**config.mk**
```make
export PLATFORM = sky130hd
export DESIGN_NAME = multicycle_main_control
export DESIGN_NICKNAME = d
export VERILOG_FILES = /design/src/rtl/mips_ctrl_pkg.sv /design/src/rtl/multicycle_out_decode.sv /design/src/rtl/multicycle_main_control.sv
export SDC_FILE = /design/constraint.sdc
export NUM_CORES = 1
export LEC_CHECK = 0
export ABC_AREA = 1
export CAP_MARGIN = 20
export CORE_UTILIZATION = 35
export DETAILED_ROUTE_END_ITERATION = 16
export PLACE_DENSITY = 0.68
export SLEW_MARGIN = 20
export SYNTH_ARGS = -nofsm -noshare
export SYNTH_HDL_FRONTEND = slang
export SYNTH_SLANG_ARGS = --single-unit
export TNS_END_PERCENT = 20
```
**constraint.sdc**
```tcl
create_clock -name clk -period 1.5 [get_ports clk]
set_clock_uncertainty 0.1 [all_clocks]
set_input_delay 0.225 -clock clk [delete_from_list [all_inputs] [get_ports clk]]
set_output_delay 0.225 -clock clk [all_outputs]
set_load 0.02 [all_outputs]
```
**src/rtl/mips_ctrl_pkg.sv**
```systemverilog
// Shared definitions for the multi-cycle MIPS main control.
// Holds the opcode constants, the 4-bit state enum (the codes appear on the
// debug state port), the ALU/mux select encodings and the control bundle
// passed from the output decoder to the top level.
package mips_ctrl_pkg;

    localparam logic [5:0] OP_RTYPE = 6'b000000;
    localparam logic [5:0] OP_LW    = 6'b100011;
    localparam logic [5:0] OP_SW    = 6'b101011;
    localparam logic [5:0] OP_BEQ   = 6'b000100;
    localparam logic [5:0] OP_J     = 6'b000010;
    localparam logic [5:0] OP_ADDI  = 6'b001000;

    typedef enum logic [3:0] {
        S_FETCH   = 4'd0,
        S_DECODE  = 4'd1,
        S_MEMADR  = 4'd2,
        S_MEMRD   = 4'd3,
        S_MEMWB   = 4'd4,
        S_MEMWR   = 4'd5,
        S_EXEC    = 4'd6,
        S_RCOMP   = 4'd7,
        S_BRANCH  = 4'd8,
        S_JUMP    = 4'd9,
        S_ADDI_EX = 4'd10,
        S_ADDI_WB = 4'd11,
        S_TRAP    = 4'd12
    } state_t;

    localparam logic [1:0] ALU_ADD   = 2'b00;
    localparam logic [1:0] ALU_SUB   = 2'b01;
    localparam logic [1:0] ALU_FUNCT = 2'b10;

    localparam logic [1:0] SRCB_REG     = 2'b00;
    localparam logic [1:0] SRCB_FOUR    = 2'b01;
    localparam logic [1:0] SRCB_IMM     = 2'b10;
    localparam logic [1:0] SRCB_IMM_SH2 = 2'b11;

    localparam logic [1:0] PCSRC_ALU    = 2'b00;
    localparam logic [1:0] PCSRC_ALUOUT = 2'b01;
    localparam logic [1:0] PCSRC_JUMP   = 2'b10;

    typedef struct packed {
        logic       pc_write;
        logic       pc_write_cond;
        logic       i_or_d;
        logic       mem_read;
        logic       mem_write;
        logic       mem_to_reg;
        logic       ir_write;
        logic       reg_dst;
        logic       reg_write;
        logic       alu_src_a;
        logic [1:0] alu_src_b;
        logic [1:0] alu_op;
        logic [1:0] pc_source;
        logic       illegal_op;
    } ctrl_t;

endpackage

```
**src/rtl/multicycle_out_decode.sv**
```systemverilog
// Combinational control decode for the multi-cycle main control.
// Maps the current state (and the effective memory-ready flag, which only
// affects the FETCH write strobes) to the datapath control bundle.
// Ports:
//   state     - current FSM state
//   mem_ready - effective memory ready (already forced to 1 when waits are off)
//   ctrl      - control outputs; unreachable state codes decode to all zero
module multicycle_out_decode
    import mips_ctrl_pkg::*;
(
    input  state_t state,
    input  logic   mem_ready,
    output ctrl_t  ctrl
);

    always_comb begin
        ctrl = '0;
        case (state)
            S_FETCH: begin
                ctrl.mem_read  = 1'b1;
                ctrl.alu_src_b = SRCB_FOUR;
                ctrl.alu_op    = ALU_ADD;
                ctrl.pc_source = PCSRC_ALU;
                // IR and PC load only on the cycle the instruction word arrives.
                ctrl.ir_write  = mem_ready;
                ctrl.pc_write  = mem_ready;
            end
            S_DECODE: begin
                ctrl.alu_src_b = SRCB_IMM_SH2;
                ctrl.alu_op    = ALU_ADD;
            end
            S_MEMADR: begin
                ctrl.alu_src_a = 1'b1;
                ctrl.alu_src_b = SRCB_IMM;
                ctrl.alu_op    = ALU_ADD;
            end
            S_MEMRD: begin
                ctrl.mem_read = 1'b1;
                ctrl.i_or_d   = 1'b1;
            end
            S_MEMWB: begin
                ctrl.reg_write  = 1'b1;
                ctrl.mem_to_reg = 1'b1;
            end
            S_MEMWR: begin
                // Held for the whole access, not just the completing cycle.
                ctrl.mem_write = 1'b1;
                ctrl.i_or_d    = 1'b1;
            end
            S_EXEC: begin
                ctrl.alu_src_a = 1'b1;
                ctrl.alu_src_b = SRCB_REG;
                ctrl.alu_op    = ALU_FUNCT;
            end
            S_RCOMP: begin
                ctrl.reg_write = 1'b1;
                ctrl.reg_dst   = 1'b1;
            end
            S_BRANCH: begin
                ctrl.alu_src_a     = 1'b1;
                ctrl.alu_src_b     = SRCB_REG;
                ctrl.alu_op        = ALU_SUB;
                ctrl.pc_write_cond = 1'b1;
                ctrl.pc_source     = PCSRC_ALUOUT;
            end
            S_JUMP: begin
                ctrl.pc_write  = 1'b1;
                ctrl.pc_source = PCSRC_JUMP;
            end
            S_ADDI_EX: begin
                ctrl.alu_src_a = 1'b1;
                ctrl.alu_src_b = SRCB_IMM;
                ctrl.alu_op    = ALU_ADD;
            end
            S_ADDI_WB: begin
                ctrl.reg_write = 1'b1;
            end
            S_TRAP: begin
                ctrl.illegal_op = 1'b1;
            end
            default: ctrl = '0;
        endcase
    end

endmodule

```
**src/rtl/multicycle_main_control.sv**
```systemverilog
// Multi-cycle MIPS main control: Moore FSM sequencing the shared ALU/memory
// datapath, with a memory-ready handshake, illegal-opcode trap and a
// retired-instruction counter.
//
// state     | meaning
// ----------+------------------------------------------------
// FETCH     | read instruction at PC, PC+4 (waits for mem_ready)
// DECODE    | register read, branch target into ALUOut
// MEMADR    | lw/sw effective address
// MEMRD     | lw data read (waits for mem_ready)
// MEMWB     | lw write-back, retires
// MEMWR     | sw data write (waits for mem_ready), retires
// EXEC      | R-format ALU operation
// RCOMP     | R-format write-back, retires
// BRANCH    | beq compare / conditional PC load, retires
// JUMP      | j PC load, retires
// ADDI_EX   | addi ALU operation
// ADDI_WB   | addi write-back, retires
// TRAP      | unsupported opcode, one-cycle illegal_op pulse
//
// Ports:
//   clk, rst_n       - clock, asynchronous active-low reset
//   op               - IR[31:26], valid from DECODE onward
//   zero             - ALU zero flag (branch resolution happens in the datapath)
//   mem_ready        - memory access completes this cycle
//   pc_write .. pc_source - datapath controls
//   illegal_op       - one-cycle pulse on an unsupported opcode
//   state            - current state code for debug
//   instr_count      - retired instructions, wraps
module multicycle_main_control
    import mips_ctrl_pkg::*;
#(
    parameter bit MEM_WAIT_EN = 1'b1,
    parameter bit EN_JUMP     = 1'b1,
    parameter bit EN_ADDI     = 1'b1,
    parameter int CNT_W       = 32
) (
    input  logic             clk,
    input  logic             rst_n,
    input  logic [5:0]       op,
    input  logic             zero,
    input  logic             mem_ready,
    output logic             pc_write,
    output logic             pc_write_cond,
    output logic             i_or_d,
    output logic             mem_read,
    output logic             mem_write,
    output logic             mem_to_reg,
    output logic             ir_write,
    output logic             reg_dst,
    output logic             reg_write,
    output logic             alu_src_a,
    output logic [1:0]       alu_src_b,
    output logic [1:0]       alu_op,
    output logic [1:0]       pc_source,
    output logic             illegal_op,
    output logic [3:0]       state,
    output logic [CNT_W-1:0] instr_count
);

    state_t           state_q;
    state_t           state_d;
    logic             retire;
    logic             rdy;
    logic [CNT_W-1:0] count_q;
    ctrl_t            ctrl;

    // The zero flag is consumed by the datapath PC-write logic, not here.
    logic zero_unused;
    assign zero_unused = zero;

    assign rdy = MEM_WAIT_EN ? mem_ready : 1'b1;

    always_ff @(posedge clk or negedge rst_n) begin
        if (!rst_n) begin
            state_q <= S_FETCH;
            count_q <= '0;
        end else begin
            state_q <= state_d;
            if (retire) begin
                count_q <= count_q + CNT_W'(1);
            end
        end
    end

    always_comb begin
        state_d = S_FETCH;
        retire  = 1'b0;
        case (state_q)
            S_FETCH:  state_d = rdy ? S_DECODE : S_FETCH;
            S_DECODE: begin
                if (op == OP_LW || op == OP_SW) begin
                    state_d = S_MEMADR;
                end else if (op == OP_RTYPE) begin
                    state_d = S_EXEC;
                end else if (op == OP_BEQ) begin
                    state_d = S_BRANCH;
                end else if (EN_JUMP && op == OP_J) begin
                    state_d = S_JUMP;
                end else if (EN_ADDI && op == OP_ADDI) begin
                    state_d = S_ADDI_EX;
                end else begin
                    state_d = S_TRAP;
                end
            end
            S_MEMADR:  state_d = (op == OP_SW) ? S_MEMWR : S_MEMRD;
            S_MEMRD:   state_d = rdy ? S_MEMWB : S_MEMRD;
            S_MEMWR: begin
                state_d = rdy ? S_FETCH : S_MEMWR;
                retire  = rdy;
            end
            S_EXEC:    state_d = S_RCOMP;
            S_ADDI_EX: state_d = S_ADDI_WB;
            S_MEMWB, S_RCOMP, S_BRANCH, S_JUMP, S_ADDI_WB: begin
                state_d = S_FETCH;
                retire  = 1'b1;
            end
            S_TRAP:    state_d = S_FETCH;
            default:   state_d = S_FETCH;
        endcase
    end

    multicycle_out_decode u_out_decode (
        .state     (state_q),
        .mem_ready (rdy),
        .ctrl      (ctrl)
    );

    // Write strobes are masked by reset itself so nothing fires while it is
    // held, even though FETCH would otherwise follow mem_ready.
    assign pc_write      = ctrl.pc_write   & rst_n;
    assign ir_write      = ctrl.ir_write   & rst_n;
    assign reg_write     = ctrl.reg_write  & rst_n;
    assign mem_write     = ctrl.mem_write  & rst_n;
    assign illegal_op    = ctrl.illegal_op & rst_n;
    assign pc_write_cond = ctrl.pc_write_cond;
    assign i_or_d        = ctrl.i_or_d;
    assign mem_read      = ctrl.mem_read;
    assign mem_to_reg    = ctrl.mem_to_reg;
    assign reg_dst       = ctrl.reg_dst;
    assign alu_src_a     = ctrl.alu_src_a;
    assign alu_src_b     = ctrl.alu_src_b;
    assign alu_op        = ctrl.alu_op;
    assign pc_source     = ctrl.pc_source;

    assign state       = state_q;
    assign instr_count = count_q;

endmodule

```
==> flow_summary.json, run 1 <==
{
  "path_class": "flop to output pin",
  "sw_frac_of_total": 0.441,
  "p_per_area_nw_per_um2": 1550,
  "routed_wl_mm": 7.43,
  "io_buffers": 61,
  "clk_pin_slew_worst_paths_ns": 0.07,
  "detailed_place_hpwl_mm": 5.28,
  "initial_core_util": 0.372,
  "numCtsBuffers": 5,
  "clkPwrFrac": 0.114,
  "cts.path.max_buffers": 2,
  "drc": 0,
  "p_leak_nw": 1.83,
  "drv_slew": 0,
  "gp_congestion": 0.833,
  "setup_viol": 50,
  "grt_usage": 0.209,
  "h-tree-depth": 2,
  "grt_start_max_net_pins": 28,
  "ir_drop_mv": 1.02,
  "seq_power_share": 0.221,
  "fin_crit_ns": 1.75,
  "drive_gt1_frac": 0.293,
  "setup_ws_ns": -0.252,
  "r2r_slack_ns": -0.21,
  "maxCapViolations": 0,
  "area_delta_synth_final_pct": 55.8,
  "fmax_ghz": 0.571,
  "placementRows": 29,
  "clkLatencyLatePin_ns": 0.29,
  "fp.dieH_um": 85.1,
  "required_ns": 1.17,
  "combPwrFrac": 0.665,
  "nNetsFinal": 493,
  "final_antenna_net_count": 0,
  "drt_iter0_drc": 195,
  "num_vias": 2813,
  "worstPathArrival_ns": 1.43,
  "crit_path_max_incr_delay_ns": 0.47,
  "finalHoldViolCount": 0,
  "min_path_type": "flop to flop",
  "antenna_found_initial": 0,
  "dr.pass1.iters": 4,
  "wl_per_cell_um": 13.3,
  "path_buf_inv": 2,
  "ys_ff_latch": 36,
  "critPathLaunch": "state[2]$_DFF_PN0_",
  "cts_root_buffer": "clkbuf_8",
  "final_cell_mix": "nand2_1, buf_4, nor2_1, inv_1",
  "dieArea_sq_um": 7250,
  "core_sq_um": 6490,
  "numPlacedInstances": 544,
  "reg2reg_from": "state[2]$_DFF_PN0_",
  "viasPerCell": 5.03,
  "cp_slowest_cell": "dfrtp_2",
  "cp_max_fo": 5,
  "final_common_cell": "nand2_1",
  "start_kind": "flop",
  "final_util": 0.580,
  "grt_pass1_vias": 2670,
  "die_width_um": 85.1,
  "worst_pin_slew_ns": 0.367,
  "violations": "negative setup slack",
  "cts_tree": "built",
  "grt_first_pass_wirelength_mm": 12.2,
  "crit_path_cell_trace": "nor2_4 > buf_6 > nor2_2 > a21oi_2 > nor2_1 > buf_4",
  "power_switching_mw": 2.58,
  "grt_overflow": 0,
  "n_antenna_cell": 0,
  "crit_family": "flip-flops",
  "place_area_sq_um": 3460,
  "hold_path_startpoint": "instr_count[31]$_DFFE_PN0P_",
  "fin_tns_setup_ns": -7.98,
  "rsz0062_at_grt": "yes",
  "synth.distinct_cells": 25,
  "relSlewSlack": 0.755,
  "syn_inst": 372,
  "intPower_mw": 3.27,
  "io_pins": 63,
  "fillers": 602,
  "clock_sinks": 36,
  "synth.avg_cell_area_sq_um": 6.50,
  "syn_nets": 383,
  "yosysSeqAreaShare": 0.372,
  "design_area_sq_um": 3770,
  "finalNonFillerCells": 559,
  "period_share": 1.17,
  "syn_area_sq_um": 2420,
  "status": "complete, but fails checks",
  "synth_warnings": 0,
  "crit_path_end_kind": "output pin"
}
state kept, by name, indices dropped and copies added (netlist names):
signal / cells
instr_count: 32
state: 4
synth_stat cells (all sizes together):
master / n / share of area
ha: 1 / 0.0052
dfrtp: 36 / 0.37
inv: 42 / 0.065
o22ai: 2 / 0.0052
nor2: 67 / 0.11
buf: 6 / 0.025
a21oi: 4 / 0.0098
nor3: 2 / 0.0041
nand3b: 10 / 0.031
and2: 2 / 0.0052
nand4: 16 / 0.041
nand2: 142 / 0.23
o21a: 1 / 0.0031
xnor2: 3 / 0.011
nand3: 22 / 0.046
o21ai: 14 / 0.029
xor2: 2 / 0.0072
kinds of logic after synthesis:
kind of cell             count (synthesis)  share of synthesized area
AND/OR/NAND/NOR                        261                      0.467
buffers and inverters                   48                     0.0900
flip-flops                              36                      0.372
AO/OA/AOI/OAI                           21                     0.0471
XOR/XNOR                                 5                     0.0181
adder cells (fa/ha/maj)                  1                    0.00517
area by class of cell:
type                            count  area (sq um)  area share
Clock buffer                        6          72.6      0.0193
Clock inverter                      1          5.00     0.00133
Inverter                           42           165      0.0438
Multi-Input combinational cell    288          1510       0.400
Sequential cell                    36           911       0.242
Tap cell                           77          96.3      0.0256
Timing Repair Buffer              109          1010       0.269
worst reg2reg max path, cell delays in order (launching register included):
cell and delay (ns):
dfrtp_2 0.47, nor2_4 0.14, buf_6 0.12, nor2_2 0.04
a21oi_2 0.15, buf_4 0.16, nand2_8 0.09, clkbuf_16 0.18
nand3b_1 0.08, nand2_1 0.05
final timing paths:
check | endpoint | depth (start not counted)
max in group asynchronous | instr_count[3]$_DFFE_PN0P_ | 3
min | instr_count[31]$_DFFE_PN0P_ | 2
max reg2reg | instr_count[17]$_DFFE_PN0P_ | 9
min in group asynchronous | instr_count[0]$_DFFE_PN0P_ | 3
min reg2reg | instr_count[31]$_DFFE_PN0P_ | 2
max | reg_write | 6
timing repair:
action                                  CTS  global route
pin swaps                                 9            20
cloned                                    0             4
hold endpoints to repair                 36             0
setup buffers                             2             1
hold buffers                              1             0
endpoints found under the setup margin   85            57
resized for setup                       159            40
metrics by stage:
step | power, mW | hold slack, ns | worst slack, ns
finish | 5.85 | 0.411 | -0.252
detailed placement | 4.26 | 0.191 | -0.475
global placement | 4.23 | 0.177 | -0.454
CTS | 5.10 | 0.426 | -0.264
floorplan | 2.95 | -0.171 | -0.0401
global route | 6.18 | 0.447 | -0.305
layer usage:
metal,wire (um),up-vias,global-route usage
li1,-,1404,-
met1,3300,1332,0.267
met2,3720,69,0.361
met3,315,8,0.0272
met4,87,0,0.0786
met5,0,-,0
power groups by stage:
| stage | logic [mW] | clock network (mW) | registers (mW) |
|---|---|---|---|
| 2_1_floorplan | 1.51 | 0 | 1.44 |
| 3_3_place_gp | 2.96 | 0 | 1.27 |
| 3_5_place_dp | 2.99 | 0 | 1.28 |
| 4_1_cts | 3.15 | 0.681 | 1.28 |
| 5_1_grt | 4.15 | 0.721 | 1.31 |
| 6_report | 3.89 | 0.666 | 1.29 |
No activity file was read; power rests on OpenSTA's default activity.
==> inputs of run 2 (changes only) <==
- CAP_MARGIN: 20 -> 0
==> results of run 2 <==
Same layout as run 1: the final DEF is identical, and so are final timing and power.
